===== src/rtl/pc_fetch_ctrl.sv =====
// Fetch-stage PC controller: one-deep skid buffer, redirect flush and in-flight request discard.
// Defining FETCH_PERF_EN adds fetch_cnt/bubble_cnt performance counter outputs.
module pc_fetch_ctrl #(
  parameter logic [31:0] RESET_PC = 32'h0000_0000
) (
  input  logic        clk,
  input  logic        rstn,
  input  logic [31:0] npc_in,
  input  logic        redirect,
  input  logic [31:0] redirect_target,
  input  logic        stall,
  output logic        imem_req,
  output logic [31:0] imem_addr,
  input  logic        imem_ack,
  input  logic [31:0] imem_rdata,
  output logic [31:0] pc_out,
  output logic        ifid_valid,
  output logic [31:0] ifid_pc,
`ifdef FETCH_PERF_EN
  output logic [31:0] fetch_cnt,
  output logic [31:0] bubble_cnt,
`endif
  output logic [31:0] ifid_instr
);

  typedef enum logic [1:0] {S_IDLE, S_REQ, S_HOLD, S_DISCARD} state_t;

  state_t      r_state, w_state_nxt;
  logic [31:0] r_pc, w_pc_nxt;
  logic        r_ifid_valid, w_ifid_valid_nxt;
  logic [31:0] r_ifid_pc, w_ifid_pc_nxt;
  logic [31:0] r_ifid_instr, w_ifid_instr_nxt;
  logic [31:0] r_skid_pc, w_skid_pc_nxt;
  logic [31:0] r_skid_instr, w_skid_instr_nxt;
  logic [31:0] r_target, w_target_nxt;
  logic        w_adv;

  assign pc_out     = r_pc;
  assign imem_addr  = r_pc;
  assign ifid_valid = r_ifid_valid;
  assign ifid_pc    = r_ifid_pc;
  assign ifid_instr = r_ifid_instr;
  assign w_adv      = ~stall | ~r_ifid_valid;

  always_ff @(posedge clk or negedge rstn) begin
    if (!rstn) r_state <= S_IDLE;
    else       r_state <= w_state_nxt;
  end

  always_comb begin
    w_state_nxt      = r_state;
    w_pc_nxt         = r_pc;
    w_ifid_pc_nxt    = r_ifid_pc;
    w_ifid_instr_nxt = r_ifid_instr;
    w_skid_pc_nxt    = r_skid_pc;
    w_skid_instr_nxt = r_skid_instr;
    w_target_nxt     = r_target;
    imem_req         = 1'b0;
    // IF/ID holds under stall, otherwise becomes a bubble unless loaded below
    w_ifid_valid_nxt = stall ? r_ifid_valid : 1'b0;
    case (r_state)
      S_IDLE: begin
        w_state_nxt = S_REQ;
        if (redirect) begin
          w_pc_nxt         = redirect_target;
          w_ifid_valid_nxt = 1'b0;
        end
      end
      S_REQ: begin
        imem_req = 1'b1;
        if (redirect) begin
          w_ifid_valid_nxt = 1'b0;
          if (imem_ack) begin
            w_pc_nxt = redirect_target;
          end else begin
            w_target_nxt = redirect_target;
            w_state_nxt  = S_DISCARD;
          end
        end else if (imem_ack) begin
          w_pc_nxt = npc_in;
          if (w_adv) begin
            w_ifid_pc_nxt    = r_pc;
            w_ifid_instr_nxt = imem_rdata;
            w_ifid_valid_nxt = 1'b1;
          end else begin
            w_skid_pc_nxt    = r_pc;
            w_skid_instr_nxt = imem_rdata;
            w_state_nxt      = S_HOLD;
          end
        end
      end
      S_HOLD: begin
        if (redirect) begin
          w_pc_nxt         = redirect_target;
          w_ifid_valid_nxt = 1'b0;
          w_state_nxt      = S_REQ;
        end else if (!stall) begin
          w_ifid_pc_nxt    = r_skid_pc;
          w_ifid_instr_nxt = r_skid_instr;
          w_ifid_valid_nxt = 1'b1;
          w_state_nxt      = S_REQ;
        end
      end
      S_DISCARD: begin
        // The abandoned fetch must still complete; the newest redirect target wins
        imem_req = 1'b1;
        if (redirect) w_target_nxt = redirect_target;
        if (imem_ack) begin
          w_pc_nxt    = redirect ? redirect_target : r_target;
          w_state_nxt = S_REQ;
        end
      end
      default: w_state_nxt = S_IDLE;
    endcase
  end

  always_ff @(posedge clk or negedge rstn) begin
    if (!rstn) begin
      r_pc         <= RESET_PC;
      r_ifid_valid <= 1'b0;
      r_ifid_pc    <= 32'd0;
      r_ifid_instr <= 32'd0;
      r_skid_pc    <= 32'd0;
      r_skid_instr <= 32'd0;
      r_target     <= 32'd0;
    end else begin
      r_pc         <= w_pc_nxt;
      r_ifid_valid <= w_ifid_valid_nxt;
      r_ifid_pc    <= w_ifid_pc_nxt;
      r_ifid_instr <= w_ifid_instr_nxt;
      r_skid_pc    <= w_skid_pc_nxt;
      r_skid_instr <= w_skid_instr_nxt;
      r_target     <= w_target_nxt;
    end
  end

`ifdef FETCH_PERF_EN
  logic [31:0] r_fetch_cnt, r_bubble_cnt;
  logic        w_load;

  // A live IF/ID after the edge is a fresh load unless it was simply held by stall
  assign w_load     = w_ifid_valid_nxt & ~(stall & r_ifid_valid);
  assign fetch_cnt  = r_fetch_cnt;
  assign bubble_cnt = r_bubble_cnt;

  always_ff @(posedge clk or negedge rstn) begin
    if (!rstn) begin
      r_fetch_cnt  <= 32'd0;
      r_bubble_cnt <= 32'd0;
    end else begin
      r_fetch_cnt  <= r_fetch_cnt + {31'd0, w_load};
      r_bubble_cnt <= r_bubble_cnt + {31'd0, ~w_ifid_valid_nxt};
    end
  end
`endif

endmodule


===== config.mk =====
export PLATFORM = sky130hd
export DESIGN_NAME = pc_fetch_ctrl
export DESIGN_NICKNAME = d
export VERILOG_FILES = /design/src/rtl/pc_fetch_ctrl.sv
export SDC_FILE = /design/constraint.sdc
export NUM_CORES = 1
export LEC_CHECK = 0
export CAP_MARGIN = 10
export CORE_AREA = 5 5 202 204
export CTS_CLUSTER_SIZE = 12
export DETAILED_ROUTE_END_ITERATION = 7
export DIE_AREA = 0 0 207 209
export GPL_ROUTABILITY_DRIVEN = 0
export PLACE_DENSITY_LB_ADDON = 0.2
export SETUP_SLACK_MARGIN = 0.15
export SLEW_MARGIN = 20
export SYNTH_ARGS = -nofsm -noshare
export SYNTH_HDL_FRONTEND = slang
export SYNTH_SLANG_ARGS = --single-unit

===== constraint.sdc =====
create_clock -name clk -period 2.34 [get_ports clk]
set_input_delay 0.234 -clock clk [delete_from_list [all_inputs] [get_ports clk]]
set_output_delay 0.234 -clock clk [all_outputs]
set_load 0.02 [all_outputs]

After elaboration in Yosys (flattened, before gate mapping)
Cells that the tools add are included.

storage, ports and cells
  register bits after elaboration = 195
  bits in latches = 0
  bits in writable memories = 0
  ROM bits = 0
  input bits = 101
  output and inout bits = 130
  memories = 0

operators by class
  $add $sub $neg = 0
  multiply operators = 0
  div/mod/pow operators = 0
  magnitude comparators = 0
  equal/unequal tests = 16
  shift-type cells = 0
  muxes and demuxes = 39
  bitwise logic cells = 5
  reductions and logical operators = 10

operators by type and width
  operator                                                               count
  32-bit two-way mux                                                     18
  32-bit case mux with 2 select lines                                    3
  32-bit case mux with 3 select lines                                    1
  2-bit != test, second input constant                                   8
  2-bit two-way mux                                                      7
  3-bit != test, second input constant                                   4
  1-bit two-way mux                                                      8
  2-bit case mux with 4 select lines                                     1
  3-bit AND reduction                                                    2
  6-bit AND reduction                                                    1
  5-bit AND reduction                                                    1
  2-bit equality test, second input constant                             2
  1-bit inverter                                                         4
  4-bit AND reduction                                                    1
  2-bit nonzero test                                                     2
  2-bit OR reduction                                                     2
  1-bit case mux with 3 select lines                                     1
  2-bit by 1-bit equality test with 1-bit output, second input constant  1
  2-bit logical NOT                                                      1
  2-bit by 1-bit != test with 1-bit output, second input constant        1
  1-bit bitwise OR                                                       1

Logic depth before layout (Yosys ltp)
Gate-level depths: netlist (run 1).

  depth in word-level cells = 6
  depth in mapped cells = 6
  gate-level depth less buffers = 3

Worst setup path after synthesis (run 1)
OpenSTA, ideal clock, no wires.

  kind = register to register
  start = register r_ifid_valid, in the netlist ifid_valid
  end = register r_ifid_instr[0], in the netlist ifid_instr[0]
  arrival = 1.617 ns
  slack = 0.598 ns
  stages on the path, launching flop included = 6
  path buffers = 2
  period minus slack after synthesis = 1.742 ns
  cells stage by stage = dfrtp_1 a211o_1 a2bb2o_1 buf_4 buf_4 mux2_2

on the way
  cells in the longest elaborated chain, start to end = 4

ends and longest elaborated chain
  item                           RTL line  source
  start: declaration             30        logic r_ifid_valid, w_ifid_valid_nxt;
  start signal: assignment       128       r_ifid_valid <= w_ifid_valid_nxt;
  1-bit inverter                 43        assign w_adv = ~stall | ~r_ifid_valid;
  1-bit bitwise OR               43
  2-bit != test (no line)        n/a
  6-bit AND reduction (no line)  n/a
  end signal: assignment         130       r_ifid_instr <= w_ifid_instr_nxt;
  end: declaration               32        logic [31:0] r_ifid_instr, w_ifid_instr_nxt;

No other way between the ends.
A chain may end at the register's enable or synchronous reset.

Worst setup path in the final report (run 1)
  start = register r_state[0]
  end = output imem_req

on the way
  cells in the longest elaborated chain, start to end = 3

ends and longest elaborated chain
  item                                                                                          RTL line  source
  start: declaration                                                                            28        state_t r_state, w_state_nxt;
  start signal: assignment                                                                      47        else r_state <= w_state_nxt;
  2-bit equality test / 2-bit by 1-bit equality test with 1-bit output (equally long branches)  61        case (r_state)
  2-bit OR reduction (no line) (*)                                                              n/a
  1-bit two-way mux (*)                                                                         61
  end: declaration                                                                              12        output logic imem_req,

Every way passes the cells marked *; elsewhere a longest branch is shown, timed or not.

==> results.txt, run 1 <==
----------------------------------------------------
[Status]
  Status ... finished, final reports clean

[Drt]
  First-iteration detailed-routing DRC count ... approximately 210
  Average wire per standard cell ... roughly 19 um
  Number of optimization iterations in the first detailed-route pass ... 4
  Number of vias after detailed routing ... 6,481
  Vias per cell ... 4.430
  Sum of routed wire length over all layers ... 27.33 mm
  Remaining antenna violation count ... 0
  DRC Markers ... 0

[GRT]
  First-pass GRT wire length ... 43.11 mm
  Overall global routing resource usage ... 12.67%
  Number of antenna violations at the first check in global routing ... 2
  Global Route met1 Usage ... 17.44%
  Maximum number of pins on one net before global-route repair ... between 60 and 70
  Routing usage on met3 ... 3.828%
  Most used routing layer ... met2
  Global Route met2 Usage ... 20.02%
  Number of global-route vias before repair ... 6,987
  Sum of overflow across all layers after global routing ... 0

[STA]
  Final hold slack ... approximately 0.22 ns
  Hold Vio Cnt, Final ... 0
  Setup slack after layout ... 0.2785 ns
  Worst Tran Pin Value ... 0.7193 ns
  Clock period minus worst slack ... 2.061 ns
  Post-Route Setup TNS ... 0 ns
  Number of setup violations in the final report ... 0
  Fmax ... between 0.4 and 0.5 GHz
  Worst slew margin ... 51.87%
  Unrepaired setup endpoints after global routing ... no
  Final worst-path cycle share ... 88.10%
  Final count of pins violating max slew ... 0
  Post-Route Skew ... about 0.009 ns

[Clocking]
  CTS H-Tree Depth ... 4
  Clock Pin Slew Worst Setup and Hold Paths ... roughly 0.080 ns
  Maximum clock path buffer count ... 2
  Sink Count ... ~200
  Root buffer cell ... clkbuf_16
  Number of buffers created by CTS ... 17
  CTS tree ... yes
  Insertion delay of the later-clocked pin in the worst-skew pair ... 0.44 ns

[Setup path]
  Worst-path maximum fanout ... 24
  Reg-to-Reg Start ... r_state[0]
  Setup crit start kind ... flip-flop
  Crit Reg-Reg Endpoint ... ifid_instr[28]
  Critical path class ... reg -> out
  Standard cell with the maximum stage delay on the critical path ... clkdlybuf4s50_1
  CP max stage delay ... 0.64 ns
  Req. time, crit path ... between 2 and 2.5 ns
  Stages on worst setup path ... 2
  Family with the most delay on the worst path ... buffers and inverters
  Critical Path End Type ... primary output
  Worst setup path end ... imem_req
  Arrival time of data at the critical path endpoint ... 1.83 ns
  Critical path buffer and inverter count ... 2
  Register-to-Register Setup Slack ... 0.56 ns
  Worst Reg-to-Reg Cells ... 4
  CP Cell Sequence ... buf_6, clkdlybuf4s50_1
  CP Launch Point ... r_state[0]

[Power]
  Cell leakage power ... 5.133 nW
  Peak supply drop ... 0.4839 mV
  Cell Pwr Density ... 901.0 mW/mm^2

[Run]
  Max-cap viol count ... 0

[Floorplanning]
  Initial cell density of the core ... 24.41%
  Number of primary I/O pins ... 231
  Placement row count ... between 70 and 80
  Core Region ... 0.03909 sq mm
  Die W ... 207 um
  Die area ... between 0.04 and 0.05 sq mm
  Height of the die ... 209 um

[Finish]
  Leading cell type in the layout, fill and taps excluded ... clkdlybuf4s50_1
  Post-layout net count ... 1,027
  Share of final-layout standard cells stronger than drive strength 1 ... a little under a third
  Layout overhead on the synthesized area ... 35.48%
  Filler cell count ... 3,981
  Commonest non-fill, non-tap cells in the layout ... clkdlybuf4s50_1, mux2_2, dfrtp_1, o21ai_0
  Diode insertion count for antenna repair ... 0

[Synthesis]
  Sequential element share of the synthesized area ... 51.13%
  Yosys warnings ... 0
  Post-Synthesis Cells ... 736
  Netlist area before placement ... approximately 0.0095 sq mm
  Mean instance size in the synthesized netlist ... ~13 sq um
  Nets in the synthesized netlist ... approximately 840
  Flip-flop and latch count after synthesis ... 195
  Distinct cell type count of the synthesized netlist ... 35

[Placed design]
  Number of buffer cells added on primary ports ... 230
  Post-DP HPWL ... around 18 mm
  Pre-CTS WS ... between 0.2 and 0.25 ns

[Worst hold path]
  Hold WC Path Type ... in -> reg

----------------------------------------------------
## through the flow
step / total power, W / area, sq um / utilization, % / cells
after floorplan: 0.006909 / 9543 / - / 736
after global placement: 0.008616 / 12290 / 31.44 / 1430
after detailed placement: 0.008674 / 12320 / 31.51 / 1431
after CTS: 0.01188 / 12920 / 33.06 / 1463
after global routing: 0.01232 / 12930 / 33.07 / 1463
final: 0.01165 / 12930 / 33.07 / 1463
## state kept, by name, indices dropped and copies added (netlist names)
register and count:
imem_addr 32, ifid_instr 32, ifid_pc 32, ifid_valid 1, r_skid_pc 32, r_target 32, r_state 2, r_skid_instr 32
## timing repair
item                                   CTS  global route
gates resized for setup                  0             1
buffers inserted                         0             0
setup endpoints to repair                0             1
hold buffers                             1             0
endpoints found under the hold margin   42             0
## cell usage after synthesis
master,number,area [sq um]
nand3b_1,1,7.510
a2bb2o_1,1,10.01
o22ai_1,4,25.02
o21bai_1,16,120.1
nor3_1,14,70.07
buf_2,18,90.09
a22o_1,1,8.760
a211o_1,1,8.760
nor2b_1,17,106.4
a21boi_0,14,105.1
nand3_1,15,75.07
mux2_2,220,2477
mux2_1,8,90.09
clkinv_1,1,3.750
buf_4,44,330.3
clkbuf_1,15,56.30
mux2i_1,16,160.2
a41o_1,1,10.01
clkbuf_2,1,5.000
nor2_1,16,60.06
a21o_1,1,7.510
a2bb2oi_1,16,140.1
dfrtp_1,195,4880
buf_1,3,11.26
a21oi_1,3,15.01
nand2b_1,17,106.4
buf_6,6,67.56
o31ai_1,1,7.510
or2_2,1,6.260
nor3_4,1,16.27
o32a_1,14,140.1
nand2_1,5,18.77
a31oi_1,1,6.260
o22a_1,16,140.1
o21ai_0,32,160.2
## worst min-delay path by stage
stage,startpoint,depth (start not counted),slack (ns),to
floorplan,rstn,0,-0.06,ifid_instr[0]
global placement,rstn,1,0.23,r_skid_instr[11]
detailed placement,rstn,1,0.22,r_skid_instr[11]
CTS,redirect,3,0.18,ifid_valid
global route,redirect,3,0.20,ifid_valid
finish,redirect,3,0.22,ifid_valid
## worst reg2reg max path: stages, from the launching register on
cell	delay [ns]
dfrtp_2	0.49
nor2b_4	0.26
buf_12	0.26
mux2_2	0.38
mux2_2	0.26
## layer usage
layer,share of wire (%),up-vias
li1,-,3033
met1,49,3279
met2,46,149
met3,4.3,16
met4,0.68,4
met5,0.070,-
## where the power goes
group / total [W] / switching [W] / internal, W
combinational: 0.00367 / 0.00161 / 0.00205
clock: 0.00311 / 0.00145 / 0.00166
sequential: 0.00488 / 0.000572 / 0.00431
## cell type report
type	count	area, sq um	share of cell area, %
multi-input combinational	453	4135	31.99
tap	525	656.9	5.081
clock inverter	12	145.1	1.123
timing repair buffer	258	2653	20.52
sequential	195	4882	37.76
inverter	1	3.754	0.02903
clock buffer	19	452.9	3.503
## logic make-up (layout without fill, tap and decap cells)
kind of cell,after synthesis,in the layout,share of synthesized area (%)
AO/OA/AOI/OAI,122,122,9.479
buffers and inverters,88,290,5.913
flip-flops,195,195,51.13
multiplexers,244,244,28.58
AND/OR/NAND/NOR,87,87,4.891
(Power assumes the default switching activity.)
==> run 2: changes to the inputs <==
- CTS_BUF_LIST: unset -> sky130_fd_sc_hd__clkbuf_8
==> run 2 against run 1 <==
Effect of this change:
- critical path depth fell by 1
- sequential power barely moved
- power fell by 6.3%
- register-to-register slack barely moved
- die area did not move
- critical endpoint is now imem_addr[31]
- largest power group unchanged
- highest routed layer unchanged
==> results.txt, run 2 (synthesis results as in run 1) <==
----------------------------------------------------
[Status]
  Status ... finished, final reports clean

[Setup path]
  Req. time, crit path ... 2.11 ns (about the same)
  CP Cell Sequence ... clkdlybuf4s50_1
  Critical path class ... reg -> out
  Arrival time of data at the critical path endpoint ... 1.65 ns (-0.18 ns)
  Standard cell with the maximum stage delay on the critical path ... clkdlybuf4s50_1
  CP max stage delay ... 0.66 ns (+0.02 ns)
  Critical Path End Type ... primary output
  Worst-path maximum fanout ... 5 (-79%)
  Family with the most delay on the worst path ... buffers and inverters
  Critical path buffer and inverter count ... 1 (-1)
  Setup crit start kind ... flip-flop

[Drt]
  Number of vias after detailed routing ... 6,457 (-0.37%)
  Average wire per standard cell ... 18.57 um (-0.59%)
  Sum of routed wire length over all layers ... 27.17 mm (-0.59%)
  Vias per cell ... 4.414 (-0.37%)
  DRC Markers ... 0 (unchanged)
  First-iteration detailed-routing DRC count ... 214 (+2.4%)
  Number of optimization iterations in the first detailed-route pass ... 4 (unchanged)
  Remaining antenna violation count ... 0 (unchanged)

[Clocking]
  Insertion delay of the later-clocked pin in the worst-skew pair ... 0.48 ns (+0.04 ns)
  CTS H-Tree Depth ... 4 (unchanged)
  Post CTS Setup Buffer Count ... 0 (unchanged)
  Root buffer cell ... clkbuf_8
  Clock Pin Slew Worst Setup and Hold Paths ... 0.10 ns (+0.02 ns)
  Sink Count ... 195 (unchanged)
  Number of buffers created by CTS ... 17 (unchanged)
  Maximum clock path buffer count ... 2 (unchanged)
  CTS tree ... yes

[Floorplanning]
  Height of the die ... 209 um (unchanged)
  Number of primary I/O pins ... 231 (unchanged)
  Core Region ... 0.03909 sq mm (unchanged)
  Die W ... 207 um (unchanged)
  Initial cell density of the core ... 24.41% (unchanged)
  Placement row count ... 73 (unchanged)
  Die area ... 0.04326 sq mm (unchanged)

[STA]
  Worst slew margin ... 52.60% (+0.74 points)
  Fmax ... 0.5309 GHz (+9.4%)
  Post-Route Skew ... 0.01079 ns (+0.001748 ns)
  Final worst-path cycle share ... 80.49% (-7.6 points)
  Clock period minus worst slack ... 1.884 ns (-0.1780 ns)
  Post-Route Setup TNS ... 0 ns (unchanged)
  Number of setup violations in the final report ... 0 (unchanged)
  Unrepaired setup endpoints after global routing ... no
  Worst Tran Pin Value ... 0.7083 ns (-0.01105 ns)
  Hold Vio Cnt, Final ... 0 (unchanged)
  Final count of pins violating max slew ... 0 (unchanged)

[Finish]
  Share of final-layout standard cells stronger than drive strength 1 ... 30.70% (unchanged)
  Multi-input gate area ... 0.004135 sq mm (unchanged)
  Final design area excluding fillers ... 0.01274 sq mm (-1.5%)
  Commonest non-fill, non-tap cells in the layout ... clkdlybuf4s50_1, mux2_2, dfrtp_1, o21ai_0, clkbuf_8
  Leading cell type in the layout, fill and taps excluded ... clkdlybuf4s50_1
  Reg area ... 0.004882 sq mm (unchanged)
  Diode insertion count for antenna repair ... 0 (unchanged)
  Filler cell count ... 3,998 (+0.43%)
  Layout overhead on the synthesized area ... 33.50%
  Post-layout net count ... 1,027 (unchanged)

[GRT]
  Sum of overflow across all layers after global routing ... 0 (unchanged)
  Number of global-route vias before repair ... 7,003 (+0.23%)
  Maximum number of pins on one net before global-route repair ... 62 (unchanged)
  Overall global routing resource usage ... 12.66% (about the same)
  First-pass GRT wire length ... 43.07 mm (about the same)
  Number of antenna violations at the first check in global routing ... 2 (unchanged)

[Placed design]
  Number of buffer cells added on primary ports ... 230 (unchanged)
  Placed Instance Area ... 0.01232 sq mm (unchanged)
  Post-DP HPWL ... 18.35 mm (unchanged)

[Run]
  Max-cap viol count ... 0 (unchanged)

[Power]
  Peak supply drop ... 0.3264 mV (-33%)
  Cell Pwr Density ... 856.7 mW/mm^2 (-4.9%)
  Cell leakage power ... 5.045 nW (-1.7%)

[Worst hold path]
  Hold WC Path Type ... in -> reg

----------------------------------------------------
[run 2: cell count changes in the layout (fill, tap and decap cells not counted), sizes merged]
cell,before,now
dlymetal6s2s,0,1
clkdlybuf4s50,228,227
[run 2: timing repair]
action                     4_1_cts  5_1_grt
setup endpoints to repair        1        1
hold endpoints to repair        42        0
gates resized for setup          1        1
hold buffers                     1        0
[run 2: final timing paths]
path	start	end	slack [ns]	cells after the start
max in group asynchronous	rstn	ifid_pc[16]	1.34	3
max	imem_addr[31]	imem_addr[31]	0.46	1
min	redirect	ifid_valid	0.18	3
min reg2reg	r_skid_pc[28]	r_skid_pc[28]	0.49	1
max reg2reg	r_state[0]	ifid_instr[28]	0.57	4
min in group asynchronous	rstn	ifid_instr[11]	0.27	2
[run 2: layout make-up]
cell class	count	area share [%]
Timing Repair Buffer	258	20.84
Clock inverter	12	1.139
Clock buffer	19	2.053
Multi-Input combinational cell	453	32.46
Inverter	1	0.02946
Sequential cell	195	38.32
Tap cell	525	5.156
[run 2: power by group]
part	internal, W	switching [W]
logic	0.00205	0.00161
registers	0.00430	0.000570
clock network	0.00103	0.00136
total	0.00738	0.00353
[run 2: stage by stage]
| step | std cells | hold slack [ns] | util [%] | power, W | worst slack [ns] |
|---|---|---|---|---|---|
| floorplan | 736 | -0.06159 | - | 0.006909 | 0.5979 |
| finish | 1463 | 0.1751 | 32.59 | 0.01091 | 0.4565 |
| global route | 1463 | 0.1217 | 32.59 | 0.01159 | 0.3192 |
| global placement | 1430 | 0.2260 | 31.44 | 0.008616 | 0.2357 |
| detailed placement | 1431 | 0.2249 | 31.51 | 0.008674 | 0.2106 |
| CTS | 1463 | 0.09878 | 32.58 | 0.01115 | 0.1502 |
[run 2: layer usage]
metal | global-route usage (%) | up-vias | share of wire (%)
met5 | 0 | - | 0.070
met4 | 2.462 | 4 | 0.73
met3 | 3.828 | 14 | 4.2
met2 | 19.97 | 145 | 46
met1 | 17.40 | 3262 | 49
li1 | - | 3032 | -
